<file path="src/rtl/motor_ctrl_pkg.sv">
// rtl/motor_ctrl_pkg.sv - shared constants and types for the motor command sequencer
package motor_ctrl_pkg;

    localparam logic [8:0] UPDATE_PHASE = 9'h1fd;

    typedef enum logic [1:0] {
        DRIVE_OFF        = 2'b00,
        DRIVE_SLOW       = 2'b01,
        DRIVE_FAST_BRAKE = 2'b10,
        DRIVE_FAST       = 2'b11
    } drive_mode_e;

    typedef enum logic [2:0] {
        ST_IDLE      = 3'd0,
        ST_RUN       = 3'd1,
        ST_RAMP_DOWN = 3'd2,
        ST_DWELL     = 3'd3,
        ST_BRAKE     = 3'd4,
        ST_FAULT     = 3'd5
    } seq_state_e;

    // -512 has no positive counterpart in 10 bits, so it saturates to 511.
    function automatic logic [8:0] duty_magnitude(input logic [9:0] duty);
        logic [9:0] negated;
        negated = (~duty) + 10'd1;
        if (duty == 10'h200) return 9'd511;
        else if (duty[9])    return negated[8:0];
        else                 return duty[8:0];
    endfunction

endpackage

</file>
<file path="src/rtl/slew_limiter.sv">
// rtl/slew_limiter.sv - moves current toward target by at most step, landing exactly on target
module slew_limiter #(
    parameter int W = 9
) (
    input  logic [W-1:0] current,
    input  logic [W-1:0] target,
    input  logic [W-1:0] step,
    output logic [W-1:0] next
);

    logic [W-1:0] diff;

    always_comb begin
        next = target;
        diff = '0;
        if (target > current) begin
            diff = target - current;
            if (diff > step) next = current + step;
        end else begin
            diff = current - target;
            if (diff > step) next = current - step;
        end
    end

endmodule

</file>
<file path="src/rtl/motor_cmd_sequencer.sv">
// rtl/motor_cmd_sequencer.sv - PWM-period command sequencer with slew, reverse dwell, brake and stall/fault handling
module motor_cmd_sequencer
    import motor_ctrl_pkg::*;
#(
    parameter int SLEW_STEP       = 8,
    parameter int REVERSE_DWELL   = 4,
    parameter int STALL_PERIODS   = 1024,
    parameter int STALL_MIN_LEVEL = 64
) (
    input  logic       clk,
    input  logic       rst_n,
    input  logic [8:0] pwm_phase,
    input  logic       cmd_valid,
    output logic       cmd_ready,
    input  logic [9:0] cmd_duty,
    input  logic       cmd_brake,
    input  logic [2:0] hall,
    input  logic       motor_fault,
    output logic       new_direction,
    output logic [8:0] new_level,
    output logic [1:0] drive_mode,
    input  logic       clear_fault,
    output logic       stall,
    output logic       fault_latched,
    output logic [2:0] state
);

    localparam int CW = $clog2(STALL_PERIODS + 1);
    localparam int DW = (REVERSE_DWELL > 1) ? $clog2(REVERSE_DWELL) : 1;
    localparam logic [CW-1:0] STALL_MAX  = CW'(STALL_PERIODS);
    localparam logic [CW-1:0] STALL_LAST = CW'(STALL_PERIODS - 1);
    localparam logic [DW-1:0] DWELL_LAST = DW'(REVERSE_DWELL - 1);
    localparam logic [8:0]    STEP       = 9'(SLEW_STEP);
    localparam logic [8:0]    MIN_LEVEL  = 9'(STALL_MIN_LEVEL);

    seq_state_e  cur_st, nxt_st;
    drive_mode_e mode_q, mode_n;
    logic [8:0]  level_q, level_n;
    logic        dir_q, dir_n;
    logic [DW-1:0] dwell_cnt, dwell_n;
    logic [CW-1:0] stall_cnt;
    logic [8:0]  tgt_mag;
    logic        tgt_dir, tgt_brake;
    logic [2:0]  hall_q, hall_prev;
    logic        stall_q, set_stall, reversing;
    logic [8:0]  toward_tgt, toward_zero;

    logic tick, accept, hall_chg, stall_hit, fault_exit;

    assign tick       = (pwm_phase == UPDATE_PHASE);
    assign accept     = cmd_valid && cmd_ready;
    assign hall_chg   = (hall_q != hall_prev);
    assign stall_hit  = tick && !hall_chg && (cur_st != ST_FAULT) &&
                        (level_q >= MIN_LEVEL) && (stall_cnt >= STALL_LAST);
    assign fault_exit = tick && (cur_st == ST_FAULT) && clear_fault && !motor_fault;

    assign cmd_ready     = (cur_st != ST_FAULT);
    assign state         = cur_st;
    assign new_level     = level_q;
    assign new_direction = dir_q;
    assign drive_mode    = mode_q;
    assign stall         = stall_q;
    assign fault_latched = (cur_st == ST_FAULT);

    slew_limiter #(.W(9)) u_slew_tgt (
        .current (level_q),
        .target  (tgt_mag),
        .step    (STEP),
        .next    (toward_tgt)
    );

    slew_limiter #(.W(9)) u_slew_zero (
        .current (level_q),
        .target  (9'd0),
        .step    (STEP),
        .next    (toward_zero)
    );

    // Targets may change on any cycle; the FSM only samples them at the next tick.
    always_ff @(posedge clk or negedge rst_n) begin
        if (!rst_n) begin
            tgt_mag   <= '0;
            tgt_dir   <= 1'b0;
            tgt_brake <= 1'b0;
        end else if (fault_exit) begin
            tgt_mag   <= '0;
            tgt_dir   <= 1'b0;
            tgt_brake <= 1'b0;
        end else if (accept) begin
            tgt_mag   <= duty_magnitude(cmd_duty);
            tgt_dir   <= cmd_duty[9];
            tgt_brake <= cmd_brake;
        end
    end

    always_ff @(posedge clk or negedge rst_n) begin
        if (!rst_n) begin
            hall_q    <= '0;
            hall_prev <= '0;
            stall_cnt <= '0;
        end else begin
            hall_q    <= hall;
            hall_prev <= hall_q;
            if (hall_chg || fault_exit) begin
                stall_cnt <= '0;
            end else if (tick) begin
                if (level_q < MIN_LEVEL)      stall_cnt <= '0;
                else if (stall_cnt != STALL_MAX) stall_cnt <= stall_cnt + CW'(1);
            end
        end
    end

    always_comb begin
        nxt_st    = cur_st;
        level_n   = level_q;
        dir_n     = dir_q;
        mode_n    = mode_q;
        dwell_n   = dwell_cnt;
        set_stall = 1'b0;
        reversing = (tgt_mag != 9'd0) && (tgt_dir != dir_q);
        if (cur_st == ST_FAULT) begin
            level_n = '0;
            mode_n  = DRIVE_OFF;
            if (clear_fault && !motor_fault) nxt_st = ST_IDLE;
        end else if (motor_fault || stall_hit) begin
            nxt_st    = ST_FAULT;
            level_n   = '0;
            mode_n    = DRIVE_OFF;
            set_stall = stall_hit;
        end else if (tgt_brake) begin
            nxt_st  = ST_BRAKE;
            level_n = tgt_mag;
            mode_n  = DRIVE_FAST_BRAKE;
        end else begin
            case (cur_st)
                ST_IDLE: begin
                    level_n = '0;
                    mode_n  = DRIVE_OFF;
                    if (tgt_mag != 9'd0) begin
                        nxt_st  = ST_RUN;
                        dir_n   = tgt_dir;
                        level_n = toward_tgt;
                        mode_n  = DRIVE_SLOW;
                    end
                end
                ST_RUN: begin
                    mode_n = DRIVE_SLOW;
                    if (reversing && level_q != 9'd0) begin
                        nxt_st  = ST_RAMP_DOWN;
                        level_n = toward_zero;
                    end else if (reversing) begin
                        nxt_st  = ST_DWELL;
                        level_n = '0;
                        mode_n  = DRIVE_OFF;
                        dwell_n = '0;
                    end else begin
                        level_n = toward_tgt;
                        if (toward_tgt == 9'd0 && tgt_mag == 9'd0) begin
                            nxt_st = ST_IDLE;
                            mode_n = DRIVE_OFF;
                        end
                    end
                end
                ST_RAMP_DOWN: begin
                    mode_n = DRIVE_SLOW;
                    if (!reversing) begin
                        nxt_st  = ST_RUN;
                        level_n = toward_tgt;
                    end else if (toward_zero == 9'd0) begin
                        nxt_st  = ST_DWELL;
                        level_n = '0;
                        mode_n  = DRIVE_OFF;
                        dwell_n = '0;
                    end else begin
                        level_n = toward_zero;
                    end
                end
                ST_DWELL: begin
                    level_n = '0;
                    mode_n  = DRIVE_OFF;
                    if (tgt_mag == 9'd0) begin
                        nxt_st = ST_IDLE;
                    end else if (!reversing || dwell_cnt == DWELL_LAST) begin
                        nxt_st  = ST_RUN;
                        dir_n   = tgt_dir;
                        level_n = toward_tgt;
                        mode_n  = DRIVE_SLOW;
                    end else begin
                        dwell_n = dwell_cnt + DW'(1);
                    end
                end
                ST_BRAKE: begin
                    nxt_st  = ST_IDLE;
                    level_n = '0;
                    mode_n  = DRIVE_OFF;
                end
                default: begin
                    nxt_st  = ST_IDLE;
                    level_n = '0;
                    mode_n  = DRIVE_OFF;
                end
            endcase
        end
    end

    always_ff @(posedge clk or negedge rst_n) begin
        if (!rst_n) begin
            cur_st    <= ST_IDLE;
            level_q   <= '0;
            dir_q     <= 1'b0;
            mode_q    <= DRIVE_OFF;
            dwell_cnt <= '0;
            stall_q   <= 1'b0;
        end else if (tick) begin
            cur_st    <= nxt_st;
            level_q   <= level_n;
            dir_q     <= dir_n;
            mode_q    <= mode_n;
            dwell_cnt <= dwell_n;
            if (set_stall)       stall_q <= 1'b1;
            else if (fault_exit) stall_q <= 1'b0;
        end
    end

endmodule

</file>
<file path="config.mk">
export PLATFORM = sky130hd
export DESIGN_NAME = motor_cmd_sequencer
export DESIGN_NICKNAME = d
export VERILOG_FILES = /design/src/rtl/motor_ctrl_pkg.sv /design/src/rtl/slew_limiter.sv /design/src/rtl/motor_cmd_sequencer.sv
export SDC_FILE = /design/constraint.sdc
export NUM_CORES = 1
export LEC_CHECK = 0
export CORE_MARGIN = 1
export CORE_UTILIZATION = 58
export CTS_CLUSTER_SIZE = 10
export DETAILED_ROUTE_END_ITERATION = 8
export PLACE_DENSITY_LB_ADDON = 0.08
export SLEW_MARGIN = 10
export SYNTH_ARGS = -nofsm -noshare
export SYNTH_HDL_FRONTEND = slang
export SYNTH_HIERARCHICAL = 1
export SYNTH_SLANG_ARGS = --single-unit
</file>
<file path="constraint.sdc">
create_clock -name clk -period 14.5 [get_ports clk]
set_input_delay 2.9 -clock clk [delete_from_list [all_inputs] [get_ports clk]]
set_output_delay 2.9 -clock clk [all_outputs]
set_load 0.1 [all_outputs]
</file>
== After elaboration in Yosys (flattened, before gate mapping) ==
Index checks and enable logic that the tools add are counted.
Cells by class
  reductions and logical operators: 35
  order comparisons: 9
  add/subtract/negate cells: 8
  multiplexer cells: 69
  bitwise gates (word level): 4
  equality and inequality tests: 24
Operators by type and width (count)
  two-way mux 9 bit: 20
  two-way mux 11 bit: 4
  > comparator 9 x 4 -> 1 bit (second input constant): 4
  two-way mux 3 bit: 12
  case mux 9 bit (4 select lines): 1
  logical NOT 9 bit: 3
  two-way mux 1 bit: 19
  two-way mux 2 bit: 9
  nonzero test 9 bit: 2
  subtractor 9 bit: 2
  != test 2 bit (second input constant): 8
  logical AND 1 bit: 12
  != test 6 bit (second input constant): 2
  case mux 3 bit (4 select lines): 1
  adder 11 x 1 -> 11 bit (second input constant): 1
  greater-or-equal comparator 11 x 10 -> 1 bit (second input constant): 1
  != test 11 bit (second input constant): 1
  AND reduction 11 bit: 1
  == test 10 bit (second input constant): 1
  adder 9 x 1 -> 9 bit (second input constant): 1
  adder 9 x 4 -> 9 bit (second input constant): 1
  == test 9 bit (second input constant): 1
  greater-or-equal comparator 9 x 7 -> 1 bit (second input constant): 1
  > comparator 1 x 9 -> 1 bit (first input constant): 1
  other kinds (28): 40
Word-level totals
  register bits: 46
  input bits: 28
  word-level logic and storage cells: 161
  output and inout bits: 18

== Longest topological paths before layout ==
  depth after elaboration: 13
  mapped depth: 24
  mapped depth without buffers: 23

== Cells and area by module ==
The synthesis kept the hierarchy.
Modules (own cells, without submodules)
  motor_cmd_sequencer: instances 1, cells each 320, area each 2811.4 um^2, seq. area each 1151.1 um^2
  slew_limiter (u_slew_tgt): instances 1, cells each 285, area each 2099.5 um^2, seq. area each 0.0 um^2
  slew_limiter (u_slew_zero): instances 1, cells each 268, area each 1974.4 um^2, seq. area each 0.0 um^2

== Worst setup path before layout ==
No wires, ideal clock.
  path kind: flip-flop to flip-flop
  start point: reg level_q[1], in the netlist new_level[1]
  end point: reg dwell_cnt[0]
  library setup time: 0.128 ns
  period minus slack after synthesis: 5.584 ns
  data required time: 14.372 ns
  setup slack: 8.916 ns
  arrival: 5.456 ns
  stages on the path, launching flop included: 24
  path buffers: 1
  path through: dfrtp_1 inv_1 ha_1 a21o_1 a21o_1 a21o_1 a21oi_1 o21ai_0 xor2_1 ha_1 nand4_1 nor2_1 a211oi_1 nand2_1 and3_1 buf_6 and3_1 nor4_2 nor4_1 and3_1 a21oi_1 a2111oi_2 o2111ai_1 mux2_1
On the way
  longest elaborated chain between the ends: 7
  elaborated cells between the ends (all ways): 20
  classes of those cells: add/sub (3); order compare (4); eq/ne (2); mux (3); bitwise (1); reduce/logical (7)
Ends and longest elaborated chain
  from (decl): RTL line motor_cmd_sequencer.sv:38  | logic [8:0] level_q, level_n;
  from (signal assigned): RTL line motor_cmd_sequencer.sv:216  | level_q <= level_n;
  subtractor 1 x 9 -> 9 bit: RTL line slew_limiter.sv:17  | diff = target - current;
  > comparator 9 x 4 -> 1 bit: RTL line slew_limiter.sv:18  | if (diff > step) next = current + step;
  two-way mux 9 bit: RTL line slew_limiter.sv:18
  two-way mux 9 bit *: RTL line slew_limiter.sv:16  | if (target > current) begin
  net toward_zero[5]: RTL line motor_cmd_sequencer.sv:46  | logic [8:0] toward_tgt, toward_zero;
  logical NOT 9 bit *: RTL line motor_cmd_sequencer.sv:169  | end else if (toward_zero == 9'd0) begin
  != test 2 bit (no line) *
  AND reduction 11 bit (no line) *
  to (signal assigned): RTL line motor_cmd_sequencer.sv:219  | dwell_cnt <= dwell_n;
  to (decl): RTL line motor_cmd_sequencer.sv:40  | logic [DW-1:0] dwell_cnt, dwell_n;
Mark *: on every way through the listed nets, which the timed path passes. The rest lies on a longest branch.
A chain may end at the register's enable or synchronous reset.

== Final worst setup path ==
  start point: reg level_q[1], in the netlist new_level[1]
  end point: reg cur_st[1], in the netlist state[1]
On the way
  longest elaborated chain between the ends: 8
  elaborated cells between the ends (all ways): 36
  classes of those cells: add/sub (5); order compare (7); eq/ne (4); mux (11); reduce/logical (9)
Ends and longest elaborated chain
  subtractor 9 bit (on tied branches): RTL line slew_limiter.sv:20, slew_limiter.sv:17
  > comparator 9 x 4 -> 1 bit (on tied branches): RTL line slew_limiter.sv:21, slew_limiter.sv:18
  two-way mux 9 bit (on tied branches): RTL line slew_limiter.sv:21, slew_limiter.sv:18
  two-way mux 9 bit *: RTL line slew_limiter.sv:16
  net toward_tgt[5]: RTL line motor_cmd_sequencer.sv:46
  logical NOT 9 bit *: RTL line motor_cmd_sequencer.sv:158  | if (toward_tgt == 9'd0 && tgt_mag == 9'd0) begin
  logical AND 1 bit *: RTL line motor_cmd_sequencer.sv:158
  != test 7 bit (no line) *
  AND reduction 6 bit (no line) *
  to (signal assigned): RTL line motor_cmd_sequencer.sv:215  | cur_st <= nxt_st;
  to (decl): RTL line motor_cmd_sequencer.sv:36  | seq_state_e cur_st, nxt_st;
Marked as above.

==> flow_metrics.tcl <==
set metrics [dict create \
    synthMuxAreaShare 0.00945 \
    worstMarginPinSlew_ns 1.02 \
    fin_setup_tns_ns 0 \
    die_y_um 111 \
    finalWorstSetupSlack_ns 8.60 \
    dpl.cell_count 1088 \
    total_power_mw 0.535 \
    wire_per_inst_um 16.4 \
    io_buffers 45 \
    wl_met1_um 8030 \
    synth_seq_cells 46 \
    grt_pass1_wl_um 30100 \
    rsz0062_at_grt "no" \
    synth_area_per_cell_um2 7.89 \
    hp-class "flip-flop to flip-flop" \
    netlist_area_um2 6890 \
    yosysTopAreaCell "ha_1" \
    via_count 6657 \
    drive_gt1_frac 0.0325 \
    power.density_nw_per_um2 69.4 \
    cts_buffer_depth 2 \
    ir_drop_v 0.0000917 \
    htree_levels 2 \
    rows 39 \
    place.gp.congestion 0.942 \
    pre_cts_slack_ns 8.56 \
    core_um2 11500 \
    dieArea_um2 12300 \
    hold_buffers 0 \
    post-dp-hpwl_um 14000 \
    synth_common_cells "ha_1 (104), inv_1 (82), nor2_1 (63), a21oi_1 (58), nand2_1 (56)" \
    nNetsFinal 1092 \
    cp-end-kind "flip-flop" \
    sw_frac_of_total 0.417 \
    numCtsBuffers 5 \
    synth-simple-area-share 0.219 \
    cap_violations 0 \
    synth_top_family_by_area "compound AO/OA/AOI/OAI gates" \
    syn_inst 873 \
    start_kind "flip-flop" \
    pwr-share-seq 0.280 \
    nFillCells 1024 \
    antenna_left 0 \
    synth.top_cell.area_share 0.189 \
    multi_input_area_um2 5440 \
    die_x_um 111 \
    r2r-start "new_level[1]" \
    yosys-top-cells-area "ha_1 (19%), dfrtp_1 (17%), inv_1 (4.5%), a21oi_1 (4.2%), nor2_1 (3.4%)" \
    p_sw_mw 0.223 \
    drc_errors 5 \
    finalSetupViolCount 0 \
    tritoncts "built" \
    yosysUniqueCellTypes 83 \
    ys.flop_type "dfrtp_1" \
    clkLatencyLatePin_ns 0.29 \
    finClkSkew_ns 0.00935 \
    ys_async_sr_fraction 1.00 \
    combinationalPowerShare 0.491 \
    ios 46 \
    violations "DRC" \
    post_cts_buffers 0 \
    fin_crit_sh 0.407 \
    crit_start "new_level[1]" \
    yosysWarnings 6 \
    critPathMaxFanout 19 \
    maxSlewHeadroom 0.317 \
    topRoutingLayerUsed "met4" \
    antenna_found_initial 0 \
    wl_met3_um 1160 \
    synth.yosys.seq_area_share 0.167 \
    crit_arrival_ns 6.08 \
    grt-ovfl-total 0 \
    floorplan.initialDensity 0.598 \
    worstHoldStart "hall_q[0]" \
    synth_xor_area_frac 0.0547 \
    hold_violations 0 \
    route.met2.wl_um 8470 \
    cts_resized 0 \
    grt_usage 0.298 \
    stdcell_count 1096 \
    fin_util 0.670 \
    crit_type "flip-flop to flip-flop" \
    status "finished with violations" \
    root_buffer "clkbuf_16" \
    p_clk_frac 0.229 \
    leakagePower_nw 3.44 \
    p_int_mw 0.312 \
    clk_pin_slew_worst_paths_ns 0.07 \
    clkSinkCount 46 \
    seq_area_um2 1150 \
    fmax_mhz 170 \
    period_minus_slack_ns 5.90 \
    drt-initial-drc-count 747 \
    yosysMostFrequentCell "ha_1" \
    viasPerCell 6.07 \
    worst_ep_required_time_ns 14.68 \
    wl_um 18000 \
    slew_violations 0 \
    grt_pass1_vias 6419 \
    synth-adder-area-share 0.212 \
    dr.pass1.iters 8 \
    antenna_cells 0 \
    grt_max_degree 47 \
    synth-edff-count 0 \
    synth-compound-area-share 0.260 \
    area_growth_pct 12.0 \
]
kinds of logic (layout without fill, tap and decap cells):
family,after synthesis,count (layout)
other,2,63
multiplexers,6,6
adder cells (fa/ha/maj),112,112
AO/OA/AOI/OAI,259,259
flip-flops,46,46
AND/OR/NAND/NOR,285,285
XOR/XNOR,43,43
buffers and inverters,120,139
worst max-delay path, cell delays in order, from the launching register on:
cell and delay, ns:
dfrtp_1 0.71, inv_1 0.28, ha_1 0.38, nor2b_1 0.14, o21ai_0 0.21, a21boi_0 0.16, o21ai_0 0.27, a21oi_1 0.16
xor2_1 0.17, ha_1 0.30, nand4_1 0.17, nor3_1 0.26, a2111oi_2 0.11, nor3_4 0.63, a32oi_1 0.26, o211a_1 0.18
nor4_1 0.32, a31oi_1 0.16, a22oi_1 0.24, o2111ai_1 0.20, a32o_1 0.31, a31o_1 0.18
state kept, by name, summed over array words and instances, names as in the netlist:
| name | cells |
|---|---|
| new_direction | 1 |
| dwell_cnt | 2 |
| drive_mode | 2 |
| hall_q | 3 |
| hall_prev | 3 |
| state | 3 |
| tgt_dir | 1 |
| tgt_mag | 9 |
| stall_cnt | 11 |
| new_level | 9 |
| stall | 1 |
| tgt_brake | 1 |
final timing paths:
path	cells past startpoint	to	slack, ns
setup / recovery	21	state[1]	8.60
hold / removal	0	hall_prev[0]	0.40
setup reg to reg	21	state[1]	8.60
hold reg to reg	0	hall_prev[0]	0.40
max in group asynchronous	1	tgt_mag[0]	11.08
min in group asynchronous	1	stall_cnt[6]	2.79
routing by layer:
metal,up-vias,global-route usage
met3,31,0.0268
met5,-,0
met2,260,0.517
met4,0,0.0932
li1,3266,-
met1,3100,0.392
through the flow:
step	hold WS (ns)	area, um2
floorplan	0.372	7110
finish	0.401	7710
CTS	0.404	7710
detailed placement	0.384	7550
global route	0.408	7710
global placement	0.382	7550
area by class of cell:
type	count	share of cell area
multi-input cells	768	0.705
flip-flops and latches	46	0.149
repair buffers	48	0.0607
well taps	143	0.0232
clock inverters	1	0.00114
inverters	83	0.0407
clock buffers	7	0.0198
power by group through the flow:
stage / Combinational (mW) / Sequential [mW] / Clock, mW
after floorplan: 0.190 / 0.158 / 0
after global placement: 0.249 / 0.152 / 0
after detailed placement: 0.254 / 0.152 / 0
after CTS: 0.255 / 0.150 / 0.125
after global routing: 0.291 / 0.151 / 0.130
final: 0.263 / 0.150 / 0.123
layout by cell type, fill, tap and decap left out, drive strengths merged, types with 8 or more instances in the layout:
cell type,n
a211oi,8
a21o,20
a21oi,58
a221o,10
and2,11
and3,14
clkdlybuf4s50,44
conb,63
dfrtp,46
fa,8
ha,104
inv,83
nand2,56
nand3,23
nand4,11
nor2,63
nor2b,26
nor3,28
nor4,10
o21ai,69
o21bai,10
or3,9
xnor2,21
xor2,22
No activity file was read; power rests on OpenSTA's default activity.
